### config.mk
export PLATFORM = sky130hd
export DESIGN_NAME = xsim_dma_read_arbiter
export DESIGN_NICKNAME = d
export VERILOG_FILES = /design/src/rtl/xsim_dma_read_arbiter.sv
export SDC_FILE = /design/constraint.sdc
export NUM_CORES = 1
export LEC_CHECK = 0
export CAP_MARGIN = 20
export CORE_AREA = 5 5 169 171
export CTS_BUF_LIST = sky130_fd_sc_hd__clkbuf_2 sky130_fd_sc_hd__clkbuf_4 sky130_fd_sc_hd__clkbuf_8
export DETAILED_ROUTE_END_ITERATION = 8
export DIE_AREA = 0 0 174 176
export PLACE_DENSITY = 0.69
export SYNTH_ARGS = -nofsm -noshare
export SYNTH_HDL_FRONTEND = slang
export SYNTH_SLANG_ARGS = --single-unit
export TNS_END_PERCENT = 20
### constraint.sdc
create_clock -name CLK -period 2.55 [get_ports CLK]
set_clock_uncertainty 0.1 [all_clocks]
set_input_delay 0.51 -clock CLK [delete_from_list [all_inputs] [get_ports CLK]]
set_output_delay 0.51 -clock CLK [all_outputs]
set_load 0.03 [all_outputs]
### src/rtl/xsim_dma_read_arbiter.sv
// Round-robin arbiter that turns per-client read bursts into single-beat DMA reads,
// one outstanding read at a time, and returns each beat tagged with its owning client.
module xsim_dma_read_arbiter #(
    parameter int NCLIENT = 4,
    parameter int LENW    = 8
) (
    input  logic                         CLK,
    input  logic                         RST_N,
    input  logic [NCLIENT-1:0]           req_valid,
    output logic [NCLIENT-1:0]           req_ready,
    input  logic [NCLIENT*32-1:0]        req_handle,
    input  logic [NCLIENT*32-1:0]        req_addr,
    input  logic [NCLIENT*LENW-1:0]      req_len,
    input  logic                         dma_rdy_readrequest,
    output logic                         dma_en_readrequest,
    output logic [31:0]                  dma_readrequest_handle,
    output logic [31:0]                  dma_readrequest_addr,
    input  logic                         dma_rdy_readresponse,
    output logic                         dma_en_readresponse,
    input  logic [31:0]                  dma_readresponse_data,
    output logic                         rsp_valid,
    input  logic                         rsp_ready,
    output logic [31:0]                  rsp_data,
    output logic [$clog2(NCLIENT)-1:0]   rsp_client,
    output logic                         rsp_last,
    output logic                         busy
);
    localparam int CW = $clog2(NCLIENT);

    typedef enum logic [1:0] {IDLE, ISSUE, WAIT, DELIVER} state_e;

    state_e          state_q;
    logic [CW-1:0]   ptr_q;
    logic [CW-1:0]   client_q;
    logic [31:0]     handle_q;
    logic [31:0]     addr_q;
    logic [31:0]     data_q;
    logic [LENW-1:0] remain_q;

    logic [CW-1:0]   win;
    logic            any_win;
    logic            grant;
    logic [LENW-1:0] win_len;

    function automatic logic [CW-1:0] rr_idx(input logic [CW-1:0] base, input int k);
        int c;
        c = int'(base) + k;
        if (c >= NCLIENT) c = c - NCLIENT;
        return CW'(c);
    endfunction

    // Scan from ptr+NCLIENT down to ptr+1 so the closest requester after ptr wins.
    always_comb begin
        win     = ptr_q;
        any_win = 1'b0;
        for (int k = NCLIENT; k >= 1; k--) begin
            if (req_valid[rr_idx(ptr_q, k)]) begin
                win     = rr_idx(ptr_q, k);
                any_win = 1'b1;
            end
        end
    end

    // RST_N gates the grant so req_ready drops the instant reset asserts.
    assign grant   = RST_N && (state_q == IDLE) && any_win;
    assign win_len = req_len[win*LENW +: LENW];

    for (genvar gi = 0; gi < NCLIENT; gi++) begin : g_ready
        assign req_ready[gi] = grant && (win == CW'(gi));
    end

    assign dma_en_readrequest     = (state_q == ISSUE) && dma_rdy_readrequest;
    assign dma_en_readresponse    = (state_q == WAIT) && dma_rdy_readresponse;
    assign dma_readrequest_handle = handle_q;
    assign dma_readrequest_addr   = addr_q;
    assign rsp_valid              = (state_q == DELIVER);
    assign rsp_data               = data_q;
    assign rsp_client             = client_q;
    assign rsp_last               = rsp_valid && (remain_q == LENW'(1));
    assign busy                   = (state_q != IDLE);

    always_ff @(posedge CLK or negedge RST_N) begin
        if (!RST_N) begin
            state_q  <= IDLE;
            ptr_q    <= CW'(NCLIENT - 1);
            client_q <= '0;
            handle_q <= '0;
            addr_q   <= '0;
            data_q   <= '0;
            remain_q <= '0;
        end else begin
            case (state_q)
                IDLE: begin
                    if (any_win) begin
                        ptr_q <= win;
                        // Zero-length bursts are consumed here and never reach the DMA.
                        if (win_len != '0) begin
                            client_q <= win;
                            handle_q <= req_handle[win*32 +: 32];
                            addr_q   <= req_addr[win*32 +: 32];
                            remain_q <= win_len;
                            state_q  <= ISSUE;
                        end
                    end
                end
                ISSUE: begin
                    if (dma_rdy_readrequest) state_q <= WAIT;
                end
                WAIT: begin
                    if (dma_rdy_readresponse) begin
                        data_q  <= dma_readresponse_data;
                        state_q <= DELIVER;
                    end
                end
                DELIVER: begin
                    if (rsp_ready) begin
                        remain_q <= remain_q - LENW'(1);
                        addr_q   <= addr_q + 32'd4;
                        state_q  <= (remain_q == LENW'(1)) ? IDLE : ISSUE;
                    end
                end
                default: state_q <= IDLE;
            endcase
        end
    end
endmodule

==> run summary, run 1 <==
TIMING
-----------------------------------------------------------------------------------------------------
Total negative slack for setup checks ..................................................    -1.282 ns
Transition time at the pin with the least slew margin ..................................    0.6176 ns
Remaining max-slew budget at the tightest pin ..........................................       58.83%
RSZ-0062 raised after global routing ...................................................          yes
Worst Hold Slack .......................................................................    0.1266 ns
Post-route setup slack .................................................................   -0.1790 ns
Final hold viol count ..................................................................            0
Top achievable clock speed .............................................................   0.3664 GHz
Pins Over Slew Limit ...................................................................            0
Final Critical Period ..................................................................     2.729 ns
Final setup violation count ............................................................           21
Post-route clock period utilization ....................................................       107.0%

YOSYS
-----------------------------------------------------------------------------------------------------
Share of synthesized registers carrying an async set or reset ..........................       100.0%
Number of enable-type register cells in the synthesized netlist ........................            0
Dominant synthesized flop cell ......................................................... sky130_fd_sc_hd__dfrtp_1
Post-synthesis compound-gate area fraction .............................................       17.58%
Number of warnings issued by yosys .....................................................            0
Synthesized-area fraction occupied by xor and xnor cells ...............................           0%
Portion of netlist area occupied by mux cells ..........................................       5.533%
Synthesis-stage register bit count .....................................................          110
Share of synthesized area occupied by flip-flops and latches ...........................       35.22%
Post-synthesis cell count ..............................................................         1075
Post-synthesis share of cell area spent on full adders, half adders and majority gates .       1.279%
Mapped Area ............................................................................   7824 sq um
Largest family of logic cells by synthesized area ...................................... simple AND/OR/NAND/NOR gates
Count of cell types in the netlist .....................................................           68
Number of nets produced by synthesis ...................................................         1412
Post-Synthesis Mean Instance Area ......................................................  7.278 sq um
Simple logic cell fraction of the synthesized area .....................................       34.38%

WORST SETUP PATH
-----------------------------------------------------------------------------------------------------
R2R depth ..............................................................................           11
Reg-to-reg startpoint .................................................................. ptr_q[0]$_DFFE_PN1P_
Slowest stage delay, CP ................................................................      0.61 ns
Endpoint class of the critical path ....................................................  output port
Critical path cell sequence ............................................................ nor2b_4, a21o_1, a221o_4, buf_6, nor3_4, buf_12
Startpoint-to-endpoint class of the critical path ......................................   reg -> out
Worst endpoint data arrival time .......................................................      2.12 ns
Flop-to-flop setup slack ...............................................................     -0.10 ns
Critical path peak fanout ..............................................................            4
Worst path slowest cell ................................................................ sky130_fd_sc_hd__dfstp_2
Critical path launch point type ........................................................    flip-flop
Capture point of the worst reg-to-reg path ............................................. state_q[0]$_DFFE_PN0P_
Worst Path Required ....................................................................      1.94 ns

PLACE
-----------------------------------------------------------------------------------------------------
DP HPWL ................................................................................     29240 um
Placer Congestion ......................................................................       0.9108
Number of cells after detailed placement ...............................................         1850
Count of input and output buffers ......................................................          435
Instance area at placement .............................................................  13010 sq um

ROUTING
-----------------------------------------------------------------------------------------------------
Number of iterations in the first detailed-routing pass ................................            5
Routed via count .......................................................................         9974
Number of design-rule violations left by the first detailed-router iteration ...........          703
DRC violation count after routing ......................................................            0
Number of nets with antenna violations after routing ...................................            0
Post-Route WL ..........................................................................     39480 um
Vias per Instance ......................................................................        5.258
Detail-routed net length per standard cell .............................................     20.81 um

RUN STATUS
-----------------------------------------------------------------------------------------------------
Run status ............................................................................. complete, but fails checks
Violated checks ........................................................................ setup timing

CLOCKING
-----------------------------------------------------------------------------------------------------
Post-CTS Hold Buffers ..................................................................            0
Clock tree from TritonCTS ..............................................................          yes
H-tree levels ..........................................................................            3
Clock buffer depth .....................................................................            2
Clock network latency to the later pin of the worst-skew pair ..........................      0.41 ns
Clock Tree Root ........................................................................ sky130_fd_sc_hd__clkbuf_8
Clock-pin slew on the worst setup and hold paths .......................................      0.13 ns
TritonCTS buffer count .................................................................            9
Sinks on Clock Net .....................................................................          110

POWER
-----------------------------------------------------------------------------------------------------
Maximum resistive drop on vdd ..........................................................  0.0006843 V
Cell area power density ................................................................ 1245 nW/um^2
Total power of the final layout ........................................................     17.66 mW
Leak ...................................................................................     6.077 nW

CELLS AND AREA
-----------------------------------------------------------------------------------------------------
Fillers ................................................................................         2513
Total number of nets in the final design ...............................................         1886
Layout overhead on the synthesized area ................................................       81.40%
Leading cell type in the layout, fill and taps excluded ................................ sky130_fd_sc_hd__clkdlybuf4s50_1
Final cell count without fillers .......................................................         1897
Final design instance area without fill ................................................  14190 sq um
Share of final-layout standard cells stronger than drive strength 1 ....................       17.18%
Most used cells in the layout excluding fill and tap cells ............................. sky130_fd_sc_hd__clkdlybuf4s50_1 (421), sky130_fd_sc_hd__nand2_1 (370), sky130_fd_sc_hd__nand3_1 (138)

FLOORPLAN
-----------------------------------------------------------------------------------------------------
Die area ...............................................................................  30620 sq um
Die Ht .................................................................................       176 um
CORE AREA ..............................................................................  26730 sq um
Effective utilization at floorplan .....................................................       29.27%
I/O Pins ...............................................................................          436
# rows .................................................................................           60
Die extent in x ........................................................................       174 um

GRT
-----------------------------------------------------------------------------------------------------
Maximum number of pins on one net before global-route repair ...........................          111
Total overflow reported by the global router ...........................................            0
Vias in the first global route .........................................................         9497
Overall global routing resource usage ..................................................       23.36%
Number of antenna violations at the first check in global routing ......................            5
Wire length of the first global-routing pass ...........................................     56210 um

FLOW RUN
-----------------------------------------------------------------------------------------------------
Number of maximum-capacitance constraint violations ....................................            0

MIN PATH
-----------------------------------------------------------------------------------------------------
Worst hold-check path type .............................................................  in -> async

-- cell families (layout without fill, tap and decap cells) --
| group | Yosys count | count (layout) |
|---|---|---|
| flops | 110 | 110 |
| other cells | 0 | 2 |
| mux | 38 | 38 |
| simple gates | 615 | 616 |
| buf+inv | 105 | 583 |
| fa+ha+maj | 8 | 8 |
| compound gates | 199 | 199 |
-- layer usage --
layer | global-route usage (%) | share of wire [%] | vias up
met5 | 0 | 0.13 | -
met3 | 4.711 | 6.8 | 54
met2 | 41.61 | 50 | 423
met1 | 29.17 | 41 | 4794
met4 | 5.576 | 2.1 | 8
li1 | - | - | 4695
-- worst max-delay path: cells and delay by family, from the launching register on --
family,cells,cell delay (ns)
AND/OR/NAND/NOR,2,0.24
flip-flops,1,0.61
AO/OA/AOI/OAI,2,0.56
buffers and inverters,2,0.29
-- per-stage QoR --
stage	worst slack (ns)	utilization [%]
final	-0.1790	53.10
after global routing	-0.2465	53.09
after CTS	-0.2205	50.36
after detailed placement	-0.5680	48.68
after global placement	-0.5498	48.68
after floorplan	-0.06492	-
-- where the power goes --
| part | internal (mW) | switching [mW] | total, mW | leakage, nW |
|---|---|---|---|---|
| sequential | 2.65 | 0.754 | 3.40 | 1.30 |
| clock | 0.587 | 0.736 | 1.32 | 0.124 |
| combinational | 5.62 | 7.32 | 12.9 | 4.65 |
| total | 8.85 | 8.81 | 17.7 | 6.08 |
-- sequential cells by signal, summed over array words and instances (netlist names) --
register,flops
dma_readrequest_addr,32
dma_readrequest_handle,32
rsp_data,32
remain_q,8
ptr_q,2
rsp_client,2
state_q,2
-- worst max-delay path by stage --
stage,startpoint,cells after the start,slack (ns),endpoint
global route,ptr_q[0]$_DFFE_PN1P_,6,-0.25,req_ready[2]
floorplan,state_q[0]$_DFFE_PN0P_,6,-0.06,req_ready[1]
detailed placement,req_valid[1],11,-0.57,dma_readrequest_addr[8]$_DFFE_PN0P_
CTS,ptr_q[0]$_DFFE_PN1P_,6,-0.22,req_ready[2]
finish,ptr_q[0]$_DFFE_PN1P_,6,-0.18,req_ready[2]
global placement,req_valid[3],11,-0.55,dma_readrequest_addr[8]$_DFFE_PN0P_
-- cell usage after synthesis, types with 3 or more instances --
cell type,count,share of area [%]
sky130_fd_sc_hd__o22a_1,7,0.78
sky130_fd_sc_hd__a2bb2oi_1,9,1.0
sky130_fd_sc_hd__o31ai_1,3,0.29
sky130_fd_sc_hd__buf_6,3,0.43
sky130_fd_sc_hd__a22oi_1,6,0.58
sky130_fd_sc_hd__buf_1,5,0.24
sky130_fd_sc_hd__nor3_1,19,1.2
sky130_fd_sc_hd__buf_4,4,0.38
sky130_fd_sc_hd__and2_1,3,0.24
sky130_fd_sc_hd__nand2_1,380,18
sky130_fd_sc_hd__nand4_1,8,0.64
sky130_fd_sc_hd__a21o_1,3,0.29
sky130_fd_sc_hd__ha_1,8,1.3
sky130_fd_sc_hd__o21ai_0,49,3.1
sky130_fd_sc_hd__clkbuf_1,37,1.8
sky130_fd_sc_hd__inv_1,24,1.2
sky130_fd_sc_hd__nor2_1,26,1.2
sky130_fd_sc_hd__nand3_1,139,8.9
sky130_fd_sc_hd__dfrtp_1,108,35
sky130_fd_sc_hd__o32ai_1,4,0.45
sky130_fd_sc_hd__o2bb2ai_1,6,0.67
sky130_fd_sc_hd__a22o_1,7,0.78
sky130_fd_sc_hd__or4_1,3,0.29
sky130_fd_sc_hd__a31oi_1,24,1.9
sky130_fd_sc_hd__o21ai_1,7,0.45
sky130_fd_sc_hd__and3_1,14,1.1
sky130_fd_sc_hd__buf_2,31,2.0
sky130_fd_sc_hd__a211oi_1,5,0.48
sky130_fd_sc_hd__o22ai_1,11,0.88
sky130_fd_sc_hd__nand2_2,3,0.24
sky130_fd_sc_hd__mux2_2,35,5.0
sky130_fd_sc_hd__a21oi_1,36,2.3
sky130_fd_sc_hd__nor4_1,5,0.40
-- layout make-up --
class,count,area [sq um],area share (%)
inverter,25,93.84,0.6612
tap,341,426.7,3.006
sequential,110,2755,19.41
clock buffer,9,123.9,0.8728
antenna,2,5.005,0.03526
clock inverter,7,128.9,0.9080
timing repair buffer,542,5594,39.42
multi-input combinational,861,5065,35.69
-- what timing repair did --
| action | 4_1_cts | 5_1_grt |
|---|---|---|
| resized for setup | 44 | 108 |
| gates cloned | 2 | 9 |
| buffers inserted | 4 | 15 |
| pin swaps | 4 | 45 |
| endpoints found under the setup margin | 27 | 81 |
Power figures use the tool's default switching activity.
==> run 2, diff against run 1 <==
--- a/config.mk
+++ b/config.mk
@@ -8,9 +8,11 @@
 export CAP_MARGIN = 20
 export CORE_AREA = 5 5 169 171
 export CTS_BUF_LIST = sky130_fd_sc_hd__clkbuf_2 sky130_fd_sc_hd__clkbuf_4 sky130_fd_sc_hd__clkbuf_8
+export CTS_CLUSTER_SIZE = 28
 export DETAILED_ROUTE_END_ITERATION = 8
 export DIE_AREA = 0 0 174 176
 export PLACE_DENSITY = 0.69
+export SLEW_MARGIN = 15
 export SYNTH_ARGS = -nofsm -noshare
 export SYNTH_HDL_FRONTEND = slang
 export SYNTH_SLANG_ARGS = --single-unit
==> results of run 2 <==
Final layout, timing and power as in run 1 (identical DEF).
